[config.mk]
export PLATFORM = sky130hd
export DESIGN_NAME = fifo_drain_sched
export DESIGN_NICKNAME = d
export VERILOG_FILES = /design/src/rtl/fifo_drain_sched.sv
export SDC_FILE = /design/constraint.sdc
export NUM_CORES = 1
export LEC_CHECK = 0
export CORE_MARGIN = 8
export CORE_UTILIZATION = 30
export DETAILED_ROUTE_END_ITERATION = 8
export PLACE_DENSITY = 0.68
export SETUP_SLACK_MARGIN = 0.05
export SLEW_MARGIN = 30
export SYNTH_ARGS = -nofsm -noshare
export SYNTH_HDL_FRONTEND = slang
export SYNTH_SLANG_ARGS = --single-unit
[constraint.sdc]
create_clock -name clk -period 5.8 [get_ports clk]
set_input_delay 1.16 -clock clk [delete_from_list [all_inputs] [get_ports clk]]
set_output_delay 1.16 -clock clk [all_outputs]
set_load 0.01 [all_outputs]
[src/rtl/fifo_drain_sched.sv]
// Read-domain scheduler: drains NUM_Q first-word-fall-through FIFO read ports, one
// round-robin grant of up to BURST words at a time, into a registered valid/ready stream.
// Define PRIO_Q0_EN to let queue 0 win every grant boundary at which it is non-empty.

module fifo_drain_sched_port #(
    parameter int DATA_W = 8
) (
    input  logic              sel,
    input  logic              pop,
    input  logic [DATA_W-1:0] rdata,
    output logic              r_en,
    output logic [DATA_W-1:0] rdata_m
);
    assign r_en    = sel & pop;
    assign rdata_m = sel ? rdata : '0;
endmodule

module fifo_drain_sched #(
    parameter int NUM_Q  = 4,
    parameter int DATA_W = 8,
    parameter int BURST  = 4,
    parameter int QID_W  = 2
) (
    input  logic                    clk,
    input  logic                    reset,
    input  logic [NUM_Q-1:0]        q_empty,
    input  logic [NUM_Q*DATA_W-1:0] q_rdata,
    output logic [NUM_Q-1:0]        q_r_en,
    output logic                    out_valid,
    input  logic                    out_ready,
    output logic [DATA_W-1:0]       out_data,
    output logic [QID_W-1:0]        out_qid,
    output logic                    out_last,
    output logic                    busy
);
    localparam int               CNT_W    = (BURST > 1) ? $clog2(BURST) : 1;
    localparam logic [CNT_W-1:0] CNT_LAST = CNT_W'(BURST - 1);

    typedef enum logic {IDLE = 1'b0, SERVE = 1'b1} state_t;

    state_t                       state_q, state_d;
    logic [QID_W-1:0]             rr_ptr_q, rr_ptr_d;
    logic [QID_W-1:0]             grant_q, grant_d;
    logic [CNT_W-1:0]             burst_cnt_q, burst_cnt_d;
    logic                         out_valid_q, out_valid_d;
    logic [DATA_W-1:0]            out_data_q, out_data_d;
    logic [QID_W-1:0]             out_qid_q, out_qid_d;
    logic                         out_last_q, out_last_d;

    logic                         load, pop, drained, burst_end, grant_done, adv_ptr;
    logic                         win_found;
    logic [QID_W-1:0]             win_idx, grant_nxt;
    logic [NUM_Q-1:0][DATA_W-1:0] rdata_m;
    logic [DATA_W-1:0]            sel_data;

    assign load = !out_valid_q || out_ready;

    // Winner search: first the queues at or above rr_ptr, then the ones below it.
    always_comb begin
        win_found = 1'b0;
        win_idx   = '0;
        for (int j = 0; j < NUM_Q; j++) begin
            if (!win_found && !q_empty[j] && QID_W'(j) >= rr_ptr_q) begin
                win_found = 1'b1;
                win_idx   = QID_W'(j);
            end
        end
        for (int j = 0; j < NUM_Q; j++) begin
            if (!win_found && !q_empty[j] && QID_W'(j) < rr_ptr_q) begin
                win_found = 1'b1;
                win_idx   = QID_W'(j);
            end
        end
`ifdef PRIO_Q0_EN
        if (!q_empty[0]) begin
            win_found = 1'b1;
            win_idx   = '0;
        end
`endif
    end

`ifdef PRIO_Q0_EN
    assign adv_ptr = (grant_q != '0);
`else
    assign adv_ptr = 1'b1;
`endif

    assign grant_nxt = (grant_q == QID_W'(NUM_Q - 1)) ? '0 : grant_q + 1'b1;

    // FSM: state register
    always_ff @(posedge clk) begin
        if (reset) state_q <= IDLE;
        else       state_q <= state_d;
    end

    // FSM: next state
    always_comb begin
        state_d = state_q;
        case (state_q)
            IDLE:    if (win_found) state_d = SERVE;
            SERVE:   if (grant_done) state_d = IDLE;
            default: state_d = IDLE;
        endcase
    end

    // FSM: outputs. Pops are masked by reset so nothing leaves a FIFO in a reset cycle.
    always_comb begin
        busy       = (state_q == SERVE);
        pop        = busy && load && !q_empty[grant_q] && !reset;
        drained    = busy && load && q_empty[grant_q];
        burst_end  = pop && (burst_cnt_q == CNT_LAST);
        grant_done = burst_end || drained;
    end

    for (genvar i = 0; i < NUM_Q; i++) begin : g_port
        fifo_drain_sched_port #(.DATA_W(DATA_W)) u_port (
            .sel     (grant_q == QID_W'(i)),
            .pop     (pop),
            .rdata   (q_rdata[i*DATA_W +: DATA_W]),
            .r_en    (q_r_en[i]),
            .rdata_m (rdata_m[i])
        );
    end

    always_comb begin
        sel_data = '0;
        for (int i = 0; i < NUM_Q; i++) sel_data = sel_data | rdata_m[i];
    end

    always_comb begin
        rr_ptr_d    = rr_ptr_q;
        grant_d     = grant_q;
        burst_cnt_d = burst_cnt_q;
        out_valid_d = out_valid_q;
        out_data_d  = out_data_q;
        out_qid_d   = out_qid_q;
        out_last_d  = out_last_q;

        if (state_q == IDLE && win_found) begin
            grant_d     = win_idx;
            burst_cnt_d = '0;
        end

        if (pop) begin
            burst_cnt_d = burst_end ? '0 : burst_cnt_q + 1'b1;
            out_valid_d = 1'b1;
            out_data_d  = sel_data;
            out_qid_d   = grant_q;
            out_last_d  = (burst_cnt_q == CNT_LAST);
        end else if (out_ready) begin
            out_valid_d = 1'b0;
        end

        if (grant_done && adv_ptr) rr_ptr_d = grant_nxt;
    end

    always_ff @(posedge clk) begin
        if (reset) begin
            rr_ptr_q    <= '0;
            grant_q     <= '0;
            burst_cnt_q <= '0;
            out_valid_q <= 1'b0;
            out_data_q  <= '0;
            out_qid_q   <= '0;
            out_last_q  <= 1'b0;
        end else begin
            rr_ptr_q    <= rr_ptr_d;
            grant_q     <= grant_d;
            burst_cnt_q <= burst_cnt_d;
            out_valid_q <= out_valid_d;
            out_data_q  <= out_data_d;
            out_qid_q   <= out_qid_d;
            out_last_q  <= out_last_d;
        end
    end

    assign out_valid = out_valid_q;
    assign out_data  = out_data_q;
    assign out_qid   = out_qid_q;
    assign out_last  = out_last_q;
endmodule

Word level (Yosys, flattened, before mapping). Cells that the tools add are included.

Bitwise operators: 8. Shifts and indexed selects: 0. Add/subtract/negate cells: 2. Reduce and logical (&&, ||, !) cells: 40. Magnitude comparators: 9. Eq/ne operators: 4. $mul: 0. Divide/modulo/power cells: 0. Mux-type cells: 30.

Operator list (number): 2-to-1 mux 8 bit (4); OR 8 bit (3); logical AND 1 bit (21); 2-to-1 mux 2 bit (10); logical NOT 1 bit (14); 2-to-1 mux 1 bit (14); equality test 2 bit, second input constant (3); adder 2 x 1 -> 2 bit, second input constant (2); AND 1 bit (4); greater-or-equal comparator 1 x 2 -> 1 bit, first input constant (2); greater-or-equal comparator 2 bit, first input constant (2); < comparator 1 x 2 -> 1 bit, first input constant (2); < comparator 2 bit, first input constant (2); nonzero test 2 bit (2); < comparator 2 x 3 -> 1 bit, second input constant (1); binary-select mux 1 bit (select 2 bit) (1); equality test 2 x 1 -> 1 bit, second input constant (1); logical NOT 2 bit (1); logical OR 1 bit (2); case mux 1 bit (2 select lines) (1); NOT 1 bit (1).

Memories: 0. Register bits: 19. ROM bits: 0. RAM bits: 0. Output and inout port bits: 17. Bits in latches: 0. Input bits: 39.

Longest topological paths before layout.
Word-level depth: 34. Gate-level depth with buffers: 7. Gate-level depth less buffers: 5.

Hierarchy. Synthesis repeated with hierarchy kept, for this count alone.

Cell total of the unflattened synthesis: 135. Area, all modules: 1183.6 um^2.

By module, submodules not included: fifo_drain_sched (seq. area each 380.4 um^2, area each 958.4 um^2, cells an instance 99, times used 1); fifo_drain_sched_port (seq. area each 0.0 um^2, area each 56.3 um^2, cells an instance 9, times used 4).

Worst setup path before layout. OpenSTA, ideal clock, no wires.

Kind: input to output. From: in q_empty[3]. To: out q_r_en[3]. Arrival: 2434 ps. Buffers on the path: 2. Cell stages on the path: 5. Data required time: 4640 ps. Path slack: 2206 ps. Cells stage by stage: mux4_2 > nor3_4 > buf_6 > and3_1 > buf_4.

Longest elaborated chain between the ends: 6.

RTL lines: start, declared (RTL line 26) `input logic [NUM_Q-1:0] q_empty,`; binary-select mux 1 bit (select 2 bit) (RTL line 109) `pop = busy && load && !q_empty[grant_q] && !reset;`; 2-to-1 mux 1 bit (not written as such) (RTL line 109); logical NOT 1 bit (RTL line 109); logical AND 1 bit (2 in a row) (RTL line 109); AND 1 bit (RTL line 14) `assign r_en = sel & pop;`; end, declared (RTL line 28) `output logic [NUM_Q-1:0] q_r_en,`.

Every way passes these cells. The select of a mux whose other input is x is not followed.

Final worst setup path.
From: in reset. To: out q_r_en[3].

Longest elaborated chain between the ends: 3.

RTL lines: start, declared (RTL line 25) `input logic reset,`; logical NOT 1 bit (RTL line 109); logical AND 1 bit (RTL line 109); AND 1 bit (RTL line 14).

Every way passes these cells.

==> results <==
- The library cell with the largest summed area after synthesis is sky130_fd_sc_hd__dfxtp_1.
- The register-to-register setup slack is between 3 and 4 ns.
- The post-synthesis cell count is about 120.
- The final layout net count is approximately 210.
- Clock latency on the worst-skew pair, taken at its later pin, is between 0.2 and 0.3 ns.
- The initial utilization of the core area, before any placement, comes to a little under a third.
- The area of combinational cells with multiple inputs is approximately 640 µm².
- The critical path's largest stage delay is 1.01 ns.
- In the final routed layout, each cell accounts on average for between 15 and 20 µm.
- The count of antenna-violating nets left after detailed routing is 0.
- Buffers placed on the I/O ports in this run total between 50 and 60.
- The shortest clock period the worst path allows after layout is between 4 and 5 ns.
- The count of final max-slew check failures is 0.
- The number of distinct library cell variants in the gate-level netlist after synthesis is 32.
- The remaining global-route overflow is 0.
- Routability-driven placement finished with a final weighted congestion of ~0.79.
- The tree built by TritonCTS fans out to 19 sinks.
- Power spread over the standard cell area amounts to 253 nW/µm².
- In this run the worst hold path is classified as reg -> reg.
- The library cell used as clock root buffer is sky130_fd_sc_hd__clkbuf_8.
- The critical path goes through clkdlybuf4s50_1 -> inv_1 -> and3_1 -> clkdlybuf4s50_1.
- The fraction of registers with async set or reset after synthesis is 0%.
- Summed over all cells, the static leakage comes to about 0.63 nW.
- The cell with the largest stage delay on the worst path is sky130_fd_sc_hd__clkdlybuf4s50_1.
- The share of synthesized area occupied by flip-flops and latches is 33.6%.
- The detailed router placed around 1,100 vias in this run.
- When the netlist entered floorplanning its net count stood at 166.
- The clock passes through at most 2 buffers.
- The critical path is of the in -> out type.
- The overall routing resource usage is 11.4%.
- The detailed-route DRC error count is 0.
- The number of hold violations in the final report is 0.
- The sort of element at the start of the critical path is an input pin.
- The sum of negative setup slack is 0 ns.
- At the worst endpoint, the required time is between 4 and 5 ns.
- The die area is 5990 µm².
- Of the cells placed in the final design, the portion with a size suffix greater than 1 is under 10%.
- The via density per instance is about 5.1.
- The TritonCTS clock tree is done.
- The post-CTS setup buffer count is 0.
- Among all flip-flop cells after synthesis, the most frequent one is sky130_fd_sc_hd__dfxtp_1.
- In this run the worst path has a maximum fanout of 19.
- The number of cells on the worst reg-to-reg path is 5.
- A synthesized cell averages approximately 9.3 µm².
- The I/O pin count is 56.
- By count the netlist is led by 19 x sky130_fd_sc_hd__dfxtp_1, 12 x sky130_fd_sc_hd__nor2_1, 9 x sky130_fd_sc_hd__a221oi_1.
- The number of enable flip-flop cells after synthesis is 0.
- Counting instances, the worst hold path has a depth of 2.
- Setup violations remaining at the end of the flow were counted as 0.
- The chip height is just under 80 µm.
- The slew of the pin with the lowest slew margin is 0.826 ns.
- The number of detailed-route iterations in the first pass is 4.
- The element type at the critical path end is an output port.
- After synthesis the cells add up to ~1100 µm².
- The number of warnings issued by yosys is 0.
- VDD sags by at most roughly 0.00016 V.
- Setup repair after global routing left no endpoint under its margin.
- In this run the tightest slew margin relative to its limit is between 40% and 50%.
- After clock tree synthesis, the clock-pin slew on the worst setup and hold paths is roughly 0.06 ns.
- For this design, the CTS-stage hold fixing added 0 buffers.
- After legalization and detailed placement, the total HPWL measured approximately 2800 µm.
- The die is between 70 and 80 µm wide.
- The flip-flop and latch count after synthesis is 19.
- The maximum frequency from static timing analysis is approximately 0.23 GHz.
- The number of resized instances in the post-cts repair step is 0.
- The filler cell count in the final layout is ~380.
- STA puts the critical path data arrival time at about 3.2 ns.
- The first global-routing pass estimated between 5000 and 6000 µm of wire.
- The initial detailed-routing violation count is 35.
- The row count is 22.
- Sorting the synthesized cells by area gives the leading types as sky130_fd_sc_hd__dfxtp_1 34%, sky130_fd_sc_hd__a221oi_1 7.0%, sky130_fd_sc_hd__a22o_1 6.2%.
- The initial antenna violation count is 0.
- The cell with the most instances on the worst path is sky130_fd_sc_hd__clkdlybuf4s50_1.
- The area taken by flip-flops and latches is 380 µm².
- The repair_antennas step left the layout with diodes totalling 0.
- The core footprint is between 3000 and 4000 µm².
- The pin count of the biggest net entering global routing is 24.
- The number of global-route vias before repair came to between 1,000 and 1,500.
- Clock tree synthesis inserted a total of 3 buffers.
- The maximum level of the CTS H-tree is 1.
- The area added between synthesis and finish is 51.3%.
- The flow ran to the end, and the final reports show no timing, DRC or antenna violations.
- Summed over all layers, the routed wires come to between 3000 and 4000 µm.
- The share of the cycle needed by the critical path after routing is around 76%.
- Hold is met by around 0.50 ns.
- Summed over its instances, the top area cell type makes up 33.6% of the synthesized netlist area.
- The final clock skew is roughly 0.00087 ns.
- The number of max-cap violations is 0.
- The most repeated cell in the gate-level netlist after synthesis is sky130_fd_sc_hd__dfxtp_1.
## flip-flops by register name, summed over array words and instances (netlist names)
name	count
out_last	1
burst_cnt_q	2
out_qid	2
busy	1
out_valid	1
out_data	8
rr_ptr_q	2
grant_q	2
## through the flow
stage / util, % / std cells / setup slack (ns) / area (µm²) / total power [W]
finish: 47.1 / 217 / 1.41 / 1710 / 0.000433
global route: 47.1 / 217 / 1.29 / 1710 / 0.000462
CTS: 47.1 / 217 / 1.43 / 1710 / 0.000439
detailed placement: 45.9 / 213 / 1.43 / 1670 / 0.000349
global placement: 45.9 / 213 / 1.46 / 1670 / 0.000345
floorplan: - / 122 / 2.21 / 1130 / 0.000275
## critical path: cells and delay by family
family	cells	cell delay, ns
buf+inv	3	1.81
simple gates	1	0.26
## layout make-up
cell class | count | area share [%]
inverters | 7 | 1.54
flip-flops and latches | 19 | 22.2
well taps | 48 | 3.51
clock buffers | 4 | 2.63
multi-input cells | 83 | 37.5
repair buffers | 56 | 32.6
## cells in the final DEF (no fill, tap or decap), types with 3 or more instances in the layout
| cell | instances |
|---|---|
| sky130_fd_sc_hd__a211oi_1 | 4 |
| sky130_fd_sc_hd__a211oi_2 | 5 |
| sky130_fd_sc_hd__a221oi_1 | 9 |
| sky130_fd_sc_hd__a22o_1 | 8 |
| sky130_fd_sc_hd__and3_1 | 4 |
| sky130_fd_sc_hd__clkbuf_8 | 3 |
| sky130_fd_sc_hd__clkdlybuf4s50_1 | 55 |
| sky130_fd_sc_hd__dfxtp_1 | 19 |
| sky130_fd_sc_hd__ha_1 | 5 |
| sky130_fd_sc_hd__inv_1 | 7 |
| sky130_fd_sc_hd__mux2i_1 | 4 |
| sky130_fd_sc_hd__nand2_1 | 6 |
| sky130_fd_sc_hd__nor2_1 | 12 |
| sky130_fd_sc_hd__nor2b_1 | 4 |
| sky130_fd_sc_hd__o21ai_0 | 3 |
## worst paths after layout
check / start / endpoint
worst min register to register: out_data[3]$_SDFFE_PP0P_ / out_data[3]$_SDFFE_PP0P_
worst max register to register: grant_q[0]$_SDFFE_PP0P_ / out_last$_SDFFE_PP0P_
worst max-delay path: reset / q_r_en[3]
worst min-delay path: out_data[3]$_SDFFE_PP0P_ / out_data[3]$_SDFFE_PP0P_
## layer usage
| metal | global-route usage [%] | wire length, µm | vias to the layer above |
|---|---|---|---|
| li1 | - | - | 553 |
| met1 | 11.4 | 1390 | 538 |
| met2 | 21.9 | 1930 | 23 |
| met3 | 3.46 | 134 | 2 |
| met4 | 3.58 | 34 | 0 |
| met5 | 0 | 0 | - |
## kinds of logic after synthesis
logic type	count (synthesis)	synth area share, %
muxes	6	6.53
adders and majority gates	5	5.53
AOI/OAI and AO/OA	40	30.3
buffers and inverters	20	9.62
and+or+nand+nor	32	14.4
DFF	19	33.6
## where the power goes
part | internal, W | total, W | leakage (nW) | switching [W]
combinational | 0.0000958 | 0.000178 | 0.454 | 0.0000821
clock | 0.0000487 | 0.0000877 | 0.0228 | 0.0000390
sequential | 0.000150 | 0.000168 | 0.156 | 0.0000176
No activity file was read; power rests on OpenSTA's default activity.
